--- config.mk ---
export PLATFORM = sky130hd
export DESIGN_NAME = piso_tx_ctrl_flat
export DESIGN_NICKNAME = d
export VERILOG_FILES = /design/src/rtl/piso_tx_ctrl_pkg.sv /design/src/rtl/piso_tx_ctrl_if.sv /design/src/rtl/piso_tx_ctrl_shreg.sv /design/src/rtl/piso_tx_ctrl.sv /design/src/flat_wrapper.sv
export SDC_FILE = /design/constraint.sdc
export NUM_CORES = 1
export LEC_CHECK = 0
export BUFFER_PORTS_ARGS = -buffer_cell sky130_fd_sc_hd__buf_2
export CAP_MARGIN = 40
export CORE_MARGIN = 2
export CORE_UTILIZATION = 49
export CTS_CLUSTER_DIAMETER = 30
export CTS_CLUSTER_SIZE = 25
export DETAILED_ROUTE_END_ITERATION = 12
export GPL_TIMING_DRIVEN = 1
export PLACE_DENSITY = 0.75
export SYNTH_ARGS = -nofsm -noshare
export SYNTH_HDL_FRONTEND = slang
export SYNTH_HIERARCHICAL = 1
export SYNTH_SLANG_ARGS = --single-unit
export TNS_END_PERCENT = 1
--- constraint.sdc ---
create_clock -name clk -period 2.3 [get_ports clk]
set_input_delay 0.345 -clock clk [delete_from_list [all_inputs] [get_ports clk]]
set_output_delay 0.345 -clock clk [all_outputs]
set_load 0.005 [all_outputs]
--- src/rtl/piso_tx_ctrl_pkg.sv ---
// piso_ctrl_pkg: shared types and constants for the PISO transmit controller.
//   state_t      - controller FSM states (IDLE / SHIFT / GAP)
//   SER_IDLE_LVL - level driven on ser_out when no frame bit is present
package piso_ctrl_pkg;

   typedef enum logic [1:0] {
      IDLE  = 2'd0,
      SHIFT = 2'd1,
      GAP   = 2'd2
   } state_t;

   localparam logic SER_IDLE_LVL = 1'b0;

endpackage : piso_ctrl_pkg

--- src/rtl/piso_tx_ctrl_if.sv ---
// piso_tx_ctrl_if: word handshake plus framed serial outputs of piso_tx_ctrl.
//   in_data/in_valid/in_ready - upstream valid/ready word port
//   ser_out/ser_valid         - serial bit and its qualifier
//   frame_start/frame_last    - markers for first / final bit of a frame
//   busy                      - controller not idle
// master: producer/observer side; slave: the controller.
interface piso_tx_ctrl_if #(
   parameter int unsigned DATA_W = 8
);

   logic [DATA_W-1:0] in_data;
   logic              in_valid;
   logic              in_ready;
   logic              ser_out;
   logic              ser_valid;
   logic              frame_start;
   logic              frame_last;
   logic              busy;

   modport master (
      output in_data, in_valid,
      input  in_ready, ser_out, ser_valid, frame_start, frame_last, busy
   );

   modport slave (
      input  in_data, in_valid,
      output in_ready, ser_out, ser_valid, frame_start, frame_last, busy
   );

endinterface : piso_tx_ctrl_if

--- src/rtl/piso_tx_ctrl_shreg.sv ---
// piso_shreg: parallel-in/serial-out shift register.
//   clk, rst  - clock, synchronous active-high reset (clears register)
//   load      - capture data_in (wins over shift_en)
//   shift_en  - advance one bit, zero-filling the vacated end
//   data_in   - parallel word
//   ser_bit   - current serial bit (MSB or LSB depending on MSB_FIRST)
module piso_shreg #(
   parameter int unsigned DATA_W    = 8,
   parameter int unsigned MSB_FIRST = 1
) (
   input  logic              clk,
   input  logic              rst,
   input  logic              load,
   input  logic              shift_en,
   input  logic [DATA_W-1:0] data_in,
   output logic              ser_bit
);

   logic [DATA_W-1:0] sr;

   always_ff @(posedge clk) begin
      if (rst) begin
         sr <= '0;
      end else if (load) begin
         sr <= data_in;
      end else if (shift_en) begin
         if (MSB_FIRST != 0) sr <= {sr[DATA_W-2:0], 1'b0};
         else                sr <= {1'b0, sr[DATA_W-1:1]};
      end
   end

   assign ser_bit = (MSB_FIRST != 0) ? sr[DATA_W-1] : sr[0];

endmodule : piso_shreg

--- src/rtl/piso_tx_ctrl.sv ---
// piso_tx_ctrl: serial-transmit sequencer around piso_shreg.
//   clk  - system clock (rising edge)
//   rst  - synchronous active-high reset
//   bus  - piso_tx_ctrl_if.slave: in_data/in_valid/in_ready word handshake,
//          ser_out/ser_valid serial stream, frame_start/frame_last markers,
//          busy status.
// Each accepted word becomes a frame of DATA_W bits, each held BIT_DIV
// clocks, optionally followed by GAP_CYCLES idle clocks.
module piso_tx_ctrl #(
   parameter int unsigned DATA_W     = 8,
   parameter int unsigned BIT_DIV    = 1,
   parameter int unsigned GAP_CYCLES = 0,
   parameter int unsigned MSB_FIRST  = 1
) (
   input logic           clk,
   input logic           rst,
   piso_tx_ctrl_if.slave bus
);

   import piso_ctrl_pkg::*;

   localparam int unsigned BIT_W = (DATA_W > 1)     ? $clog2(DATA_W)     : 1;
   localparam int unsigned DIV_W = (BIT_DIV > 1)    ? $clog2(BIT_DIV)    : 1;
   localparam int unsigned GAP_W = (GAP_CYCLES > 1) ? $clog2(GAP_CYCLES) : 1;

   localparam logic [BIT_W-1:0] BIT_LAST = BIT_W'(DATA_W - 1);
   localparam logic [DIV_W-1:0] DIV_LAST = DIV_W'(BIT_DIV - 1);
   localparam logic [GAP_W-1:0] GAP_LAST = GAP_W'((GAP_CYCLES > 0) ? GAP_CYCLES - 1 : 0);

   state_t           state;
   logic [BIT_W-1:0] bit_cnt;
   logic [DIV_W-1:0] div_cnt;
   logic [GAP_W-1:0] gap_cnt;
   logic             ser_valid_q;
   logic             frame_start_q;
   logic             frame_last_q;
   logic             busy_q;

   logic             bit_end;
   logic             frame_end;
   logic             ready;
   logic             accept;
   logic             shift_en;
   logic             ser_bit;

   always_comb begin
      bit_end   = (div_cnt == DIV_LAST);
      frame_end = (state == SHIFT) && bit_end && (bit_cnt == BIT_LAST);
      // With no gap the final bit cycle doubles as the accept slot, so
      // frames can run back to back.
      ready     = !rst && ((state == IDLE) || ((GAP_CYCLES == 0) && frame_end));
      accept    = bus.in_valid && ready;
      shift_en  = (state == SHIFT) && bit_end && (bit_cnt != BIT_LAST);
   end

   piso_shreg #(
      .DATA_W    (DATA_W),
      .MSB_FIRST (MSB_FIRST)
   ) u_shreg (
      .clk      (clk),
      .rst      (rst),
      .load     (accept),
      .shift_en (shift_en),
      .data_in  (bus.in_data),
      .ser_bit  (ser_bit)
   );

   always_ff @(posedge clk) begin
      if (rst) begin
         state         <= IDLE;
         bit_cnt       <= '0;
         div_cnt       <= '0;
         gap_cnt       <= '0;
         ser_valid_q   <= 1'b0;
         frame_start_q <= 1'b0;
         frame_last_q  <= 1'b0;
         busy_q        <= 1'b0;
      end else begin
         unique case (state)
            IDLE: begin
               if (accept) begin
                  state         <= SHIFT;
                  bit_cnt       <= '0;
                  div_cnt       <= '0;
                  ser_valid_q   <= 1'b1;
                  frame_start_q <= 1'b1;
                  frame_last_q  <= 1'b0;
                  busy_q        <= 1'b1;
               end
            end

            SHIFT: begin
               if (!bit_end) begin
                  div_cnt <= div_cnt + 1'b1;
               end else begin
                  div_cnt <= '0;
                  if (bit_cnt != BIT_LAST) begin
                     bit_cnt       <= bit_cnt + 1'b1;
                     frame_start_q <= 1'b0;
                     frame_last_q  <= ((bit_cnt + 1'b1) == BIT_LAST);
                  end else if (GAP_CYCLES > 0) begin
                     state        <= GAP;
                     gap_cnt      <= '0;
                     ser_valid_q  <= 1'b0;
                     frame_last_q <= 1'b0;
                  end else if (accept) begin
                     bit_cnt       <= '0;
                     frame_start_q <= 1'b1;
                     frame_last_q  <= 1'b0;
                  end else begin
                     state        <= IDLE;
                     ser_valid_q  <= 1'b0;
                     frame_last_q <= 1'b0;
                     busy_q       <= 1'b0;
                  end
               end
            end

            GAP: begin
               if (gap_cnt == GAP_LAST) begin
                  state  <= IDLE;
                  busy_q <= 1'b0;
               end else begin
                  gap_cnt <= gap_cnt + 1'b1;
               end
            end

            default: begin
               state  <= IDLE;
               busy_q <= 1'b0;
            end
         endcase
      end
   end

   assign bus.in_ready    = ready;
   assign bus.ser_valid   = ser_valid_q;
   assign bus.ser_out     = ser_valid_q ? ser_bit : SER_IDLE_LVL;
   assign bus.frame_start = frame_start_q;
   assign bus.frame_last  = frame_last_q;
   assign bus.busy        = busy_q;

endmodule : piso_tx_ctrl

--- src/flat_wrapper.sv ---
// flat-port wrapper written by rule: the top's interface ports become plain ports
module piso_tx_ctrl_flat import piso_ctrl_pkg::*;
#(
   parameter int unsigned DATA_W     = 8,
   parameter int unsigned BIT_DIV    = 1,
   parameter int unsigned GAP_CYCLES = 0,
   parameter int unsigned MSB_FIRST  = 1
)
  (clk, rst, bus_in_data, bus_in_valid, bus_in_ready, bus_ser_out, bus_ser_valid, bus_frame_start, bus_frame_last, bus_busy);
  piso_tx_ctrl_if #(.DATA_W(DATA_W)) bus_i ();
  input logic clk;
  input logic rst;
  input wire logic [$bits(bus_i.in_data)-1:0] bus_in_data;
  input wire logic [$bits(bus_i.in_valid)-1:0] bus_in_valid;
  output wire logic [$bits(bus_i.in_ready)-1:0] bus_in_ready;
  output wire logic [$bits(bus_i.ser_out)-1:0] bus_ser_out;
  output wire logic [$bits(bus_i.ser_valid)-1:0] bus_ser_valid;
  output wire logic [$bits(bus_i.frame_start)-1:0] bus_frame_start;
  output wire logic [$bits(bus_i.frame_last)-1:0] bus_frame_last;
  output wire logic [$bits(bus_i.busy)-1:0] bus_busy;
  assign bus_i.in_data = bus_in_data;
  assign bus_i.in_valid = bus_in_valid;
  assign bus_in_ready = bus_i.in_ready;
  assign bus_ser_out = bus_i.ser_out;
  assign bus_ser_valid = bus_i.ser_valid;
  assign bus_frame_start = bus_i.frame_start;
  assign bus_frame_last = bus_i.frame_last;
  assign bus_busy = bus_i.busy;
  piso_tx_ctrl #(.DATA_W(DATA_W), .BIT_DIV(BIT_DIV), .GAP_CYCLES(GAP_CYCLES), .MSB_FIRST(MSB_FIRST)) u_core (.clk(clk), .rst(rst), .bus(bus_i));
endmodule
======== After elaboration in Yosys (flattened, before gate mapping) ========
Cells that the tools add are included.
Widths: inputs -> output; s select.
cells by class
  add/sub/neg operators ................... 3
  eq/ne operators ......................... 10
  muxes and demuxes ....................... 31
  bitwise operators ....................... 1
  reductions and logical operators ........ 15
operator list
  operator             number
  $mux 8               2
  $mux 1               14
  $mux 2               5
  $reduce_and 5->1     2
  $mux 3               3
  $ne 2x2->1 const B   4
  $pmux 1 s2           4
  $eq 3x3->1 const B   2
  $pmux 2 s3           1
  $pmux 3 s2           1
  $logic_and 1x1->1    5
  $reduce_and 2->1     2
  $reduce_bool 2->1    2
  $add 3x1->3 const B  1
  $ne 3x3->1 const B   1
  $pmux 1 s3           1
  $reduce_and 3->1     1
  $add 1x1->1 const B  2
  $eq 2x1->1 const B   1
  $eq 2x2->1 const B   1
  $logic_not 2->1      1
  $ne 2x1->1 const B   1
  $logic_not 1->1      1
  $logic_or 1x1->1     1
  $not 1->1            1
word-level totals
  flip-flop bits (word level) ............. 19
  input port bits ......................... 11
  output and inout bits ................... 6
  logic and storage cells ................. 69

======== Depth between registers and ports, before layout ========
  depth after elaboration ................. 10
  depth in mapped cells ................... 8
  mapped depth without buffers ............ 8

======== By module ========
The synthesis kept the hierarchy.
by module, submodules not included
  module        times used  cells an instance  area each (um^2)
  piso_shreg    1           35                 369.1
  piso_tx_ctrl  1           32                 291.5

======== Least setup slack after synthesis ========
OpenSTA, ideal clock, no wires.
  kind .................................... reg-to-reg
  start ................................... register u_core.bit_cnt[0]
  end ..................................... register u_core.u_shreg.sr[0]
  library setup time ...................... 0.070 ns
  data arrival time ....................... 1.648 ns
  path slack .............................. 0.582 ns
  cell stages (with the launch flop) ...... 9
  clock period less this slack ............ 1.718 ns
  path through ............................ dfxtp_1 > ha_1 > ha_1 > nand2b_4 > inv_4 > nor2_1 > and2_1 > or3b_1 > a21oi_1
on the way
  elaborated cells on any way between the ends .. 9
RTL lines
  item                                line                      RTL
  from (decl)                         piso_tx_ctrl.sv:31        logic [BIT_W-1:0] bit_cnt;
  from (signal assigned)              piso_tx_ctrl.sv:98        bit_cnt <= bit_cnt + 1'b1;
  $ne 3x3->1                          piso_tx_ctrl.sv:53        shift_en = (state == SHIFT) && bit_end && (bit_cnt != BIT_LAST);
  $logic_and 1x1->1                   piso_tx_ctrl.sv:53
  via u_core.shift_en                 piso_tx_ctrl.sv:43        logic shift_en;
  $reduce_bool 2->1 (no source line)  --
  to (signal assigned)                piso_tx_ctrl_shreg.sv:25  sr <= data_in;
  to (signal assigned)                piso_tx_ctrl_shreg.sv:27  if (MSB_FIRST != 0) sr <= {sr[DATA_W-2:0], 1'b0};
  to (signal assigned)                piso_tx_ctrl_shreg.sv:28  else sr <= {1'b0, sr[DATA_W-1:1]};
  to (decl)                           piso_tx_ctrl_shreg.sv:19  logic [DATA_W-1:0] sr;
The timed path passes the listed nets, and every way through them passes these cells.
A chain may end at the register's enable or synchronous reset.

======== Final worst setup path ========
Same ends and word-level chain as after synthesis.

==> summary.md <==
| Metric | Value |
|---|---|
| Clk_skew | 0.003452 ns |
| Final hold violations | 0 |
| Placement Setup Slack | 0.3504 ns |
| Post-CTS Hold Fix Bufs | 0 |
| CTS buffer count | 3 |
| Post-Route Utilization | 59.69% |
| Slew @ Worst Pin | 0.2643 ns |
| Die Width | 40.72 um |
| Syn Std Cell Area | 660.6 sq um |
| RSZ-0062 raised after global routing | no |
| Worst EP arrival | 2.18 ns |
| Syn-to-layout area delta | 16.10% |
| HP Class | input port to flip-flop |
| Worst-path clk slew | 0.08 ns |
| Power density cells | 657.0 nW/um^2 |
| Commonest register cell after synthesis | dfxtp_1 |
| Max_cap viols | 0 |
| Sequential power share | 52.6% |
| Synth Net Count | 81 |
| Relative slew margins | 82.38% |
| Synth area leaders | dfxtp_1, mux2i_1, a211oi_1 |
| Initial core utilization | 51.41% |
| Die height | 40.72 um |
| Critical-path top delay cell | or3b_1 |
| CTS sink cnt | 14 |
| Mean Syn Cell Area | 9.860 sq um |
| Cell Chain, Critical Path | ha_1 > ha_1 > nand2b_4 > inv_4 > nor2_1 > and2_1 > or3b_1 > a21oi_1 |
| Average wire per standard cell | 11.05 um |
| Synth cell types | 23 |
| Sw power | 121.0 uW |
| Fillers | 114 |
| DRT iter0 DRCs | 12 |
| # IOs | 17 |
| Antenna diodes | 0 |
| GRT overflow | 0 |
| Status | completed |
| Root buffer cell | clkbuf_4 |
| PostCTS Resize Cnt | 0 |
| Fin worst setup slack | 0.3474 ns |
| Final Power | 503.9 uW |
| Internal power | 382.9 uW |
| Leak | 0.3287 nW |
| # DRC | 0 |
| CP endpoint kind | flip-flop |
| IO buf count | 16 |
| Combinational share of power | 12.2% |
| Switching share of power | 24.01% |
| Fin crit share | 84.90% |
| Vias after detailed routing | 510 |
| Tmin final | 1.953 ns |
| Total wire length | 1094 um |
| Number of global-route vias before repair | 440 |
| Final ANT Viol Nets | 0 |
| Crit path top cell by count | ha_1 |
| Die ar. | 1658 sq um |
| First drt pass iteration count | 4 |
| Top-area cell type share of the netlist area | 42.42% |
| Largest net degree at the start of global routing | 16 |
| EDFF count, synth | 0 |
| CP required | 2.52 ns |
| Initial antenna violation count | 0 |
| Setup TNS | 0 ns |
| Worst-path maximum fanout | 15 |
| Nets | 99 |
| Cells after Synth | 67 |
| Worst Path Buf+Inv | 1 |
| RD Place Congestion | 0.7731 |
| H-Tree Depth | 1 |
| CTS tree | done |
| Skew-Pair Late Insertion Delay | 0.28 ns |
| Site Rows | 13 |
| Clock power share | 35.2% |
| Max clock buf depth | 2 |
| Core Region | 1285 sq um |
| Max Clock Freq | 512.1 MHz |
| CP peak stage delay | 0.40 ns |
| #FFs+latches synth | 14 |
| Worst VDD drop | 0.0005041 V |
| Total GRT Usage | 18.07% |
| Most common cell in the netlist | dfxtp_1 |
| Vias per cell | 5.152 |
| Setup crit start kind | flip-flop |
| Most instantiated cells after synthesis | dfxtp_1, a211oi_1, mux2i_1, nor2b_1 |
| Setup Buffers After CTS | 0 |
| First-pass GRT wire length | 1869 um |
| Slew Limit Fails | 0 |
| Synth warnings | 6 |
| Detailed Place HPWL | 794.8 um |
| Cell taking the most area after synthesis | dfxtp_1 |
| Seq/Total Area, Yosys | 42.42% |
| Finish-stage setup viols | 0 |
| Ys async rst share | 0% |
| Largest delay contributor family on the critical path | simple AND/OR/NAND/NOR gates |
| Share of layout cells above drive strength 1 | 28.57% |
| Worst Setup Path Type | flip-flop to flip-flop |
[cells by family after synthesis]
group | Yosys count | synth area share (%)
adders and majority gates | 3 | 5.682
AOI/OAI and AO/OA | 13 | 13.45
buffers and inverters | 6 | 6.439
DFF | 14 | 42.42
muxes | 7 | 10.61
and+or+nand+nor | 24 | 21.40
[power by group through the flow]
stage,clock [mW],sequential [mW],combinational (mW)
final,0.178,0.265,0.0613
after global routing,0.196,0.267,0.0694
after CTS,0.184,0.265,0.0619
after detailed placement,0,0.271,0.0617
after global placement,0,0.270,0.0605
after floorplan,0,0.269,0.0451
[sequential cells by signal, summed over array words and instances, names as in the netlist]
name and flops:
u_core/bus.frame_last 1, u_core/bus.ser_valid 1, u_core/bus.frame_start 1, u_core/bit_cnt 3
u_core/u_shreg/sr 8
[path summary, 6_finish.rpt]
check | startpoint | slack, ns | cells after the start | end
worst max-delay path | u_core/bit_cnt[0]$_SDFF_PP0_ | 0.35 | 8 | u_core/u_shreg/sr[0]$_SDFFE_PP0P_
worst max register to register | u_core/bit_cnt[0]$_SDFF_PP0_ | 0.35 | 8 | u_core/u_shreg/sr[0]$_SDFFE_PP0P_
worst min register to register | u_core/bus.frame_start$_SDFF_PP0_ | 0.46 | 1 | u_core/bus.frame_start$_SDFF_PP0_
worst min-delay path | bus_in_data[0] | 0.30 | 3 | u_core/u_shreg/sr[0]$_SDFFE_PP0P_
[cell type report]
type                    instances  area (sq um)  area share (%)
multi-input cells              47         337.8           44.05
flip-flops and latches         14         280.3           36.54
well taps                      15         18.77           2.447
inverters                       3         13.76           1.794
clock buffers                   4         36.28           4.731
repair buffers                 16         80.08           10.44
[cells in the final DEF, fill, tap and decap left out, types with 3 or more instances in the layout]
master / n
a21oi_1: 4
ha_1: 3
nor2_1: 4
mux2i_1: 7
buf_2: 16
nand2_1: 4
nor2b_1: 7
a211oi_1: 7
clkbuf_4: 3
dfxtp_1: 14
[metal layers]
metal	up-vias	wire, um	GRT usage [%]
met1	226	554	22.33
li1	266	-	-
met2	13	441	24.21
met5	-	0	0
met3	5	77	10.33
met4	0	21	10.00
[worst reg2reg max path: stages, from the launching register on]
cell      delay (ns)
dfxtp_1         0.33
ha_1            0.20
ha_1            0.17
nand2b_4        0.16
inv_4           0.16
nor2_1          0.09
and2_1          0.25
or3b_1          0.40
a21oi_1         0.14
[per-stage QoR]
step	hold slack (ns)	area (sq um)	instances
after floorplan	0.4074	660.6	67
after global placement	0.4341	730.7	95
after detailed placement	0.4365	730.7	95
after CTS	0.2959	767.0	99
after global routing	0.3122	767.0	99
final	0.3039	767.0	99
Power figures use the tool's default switching activity.
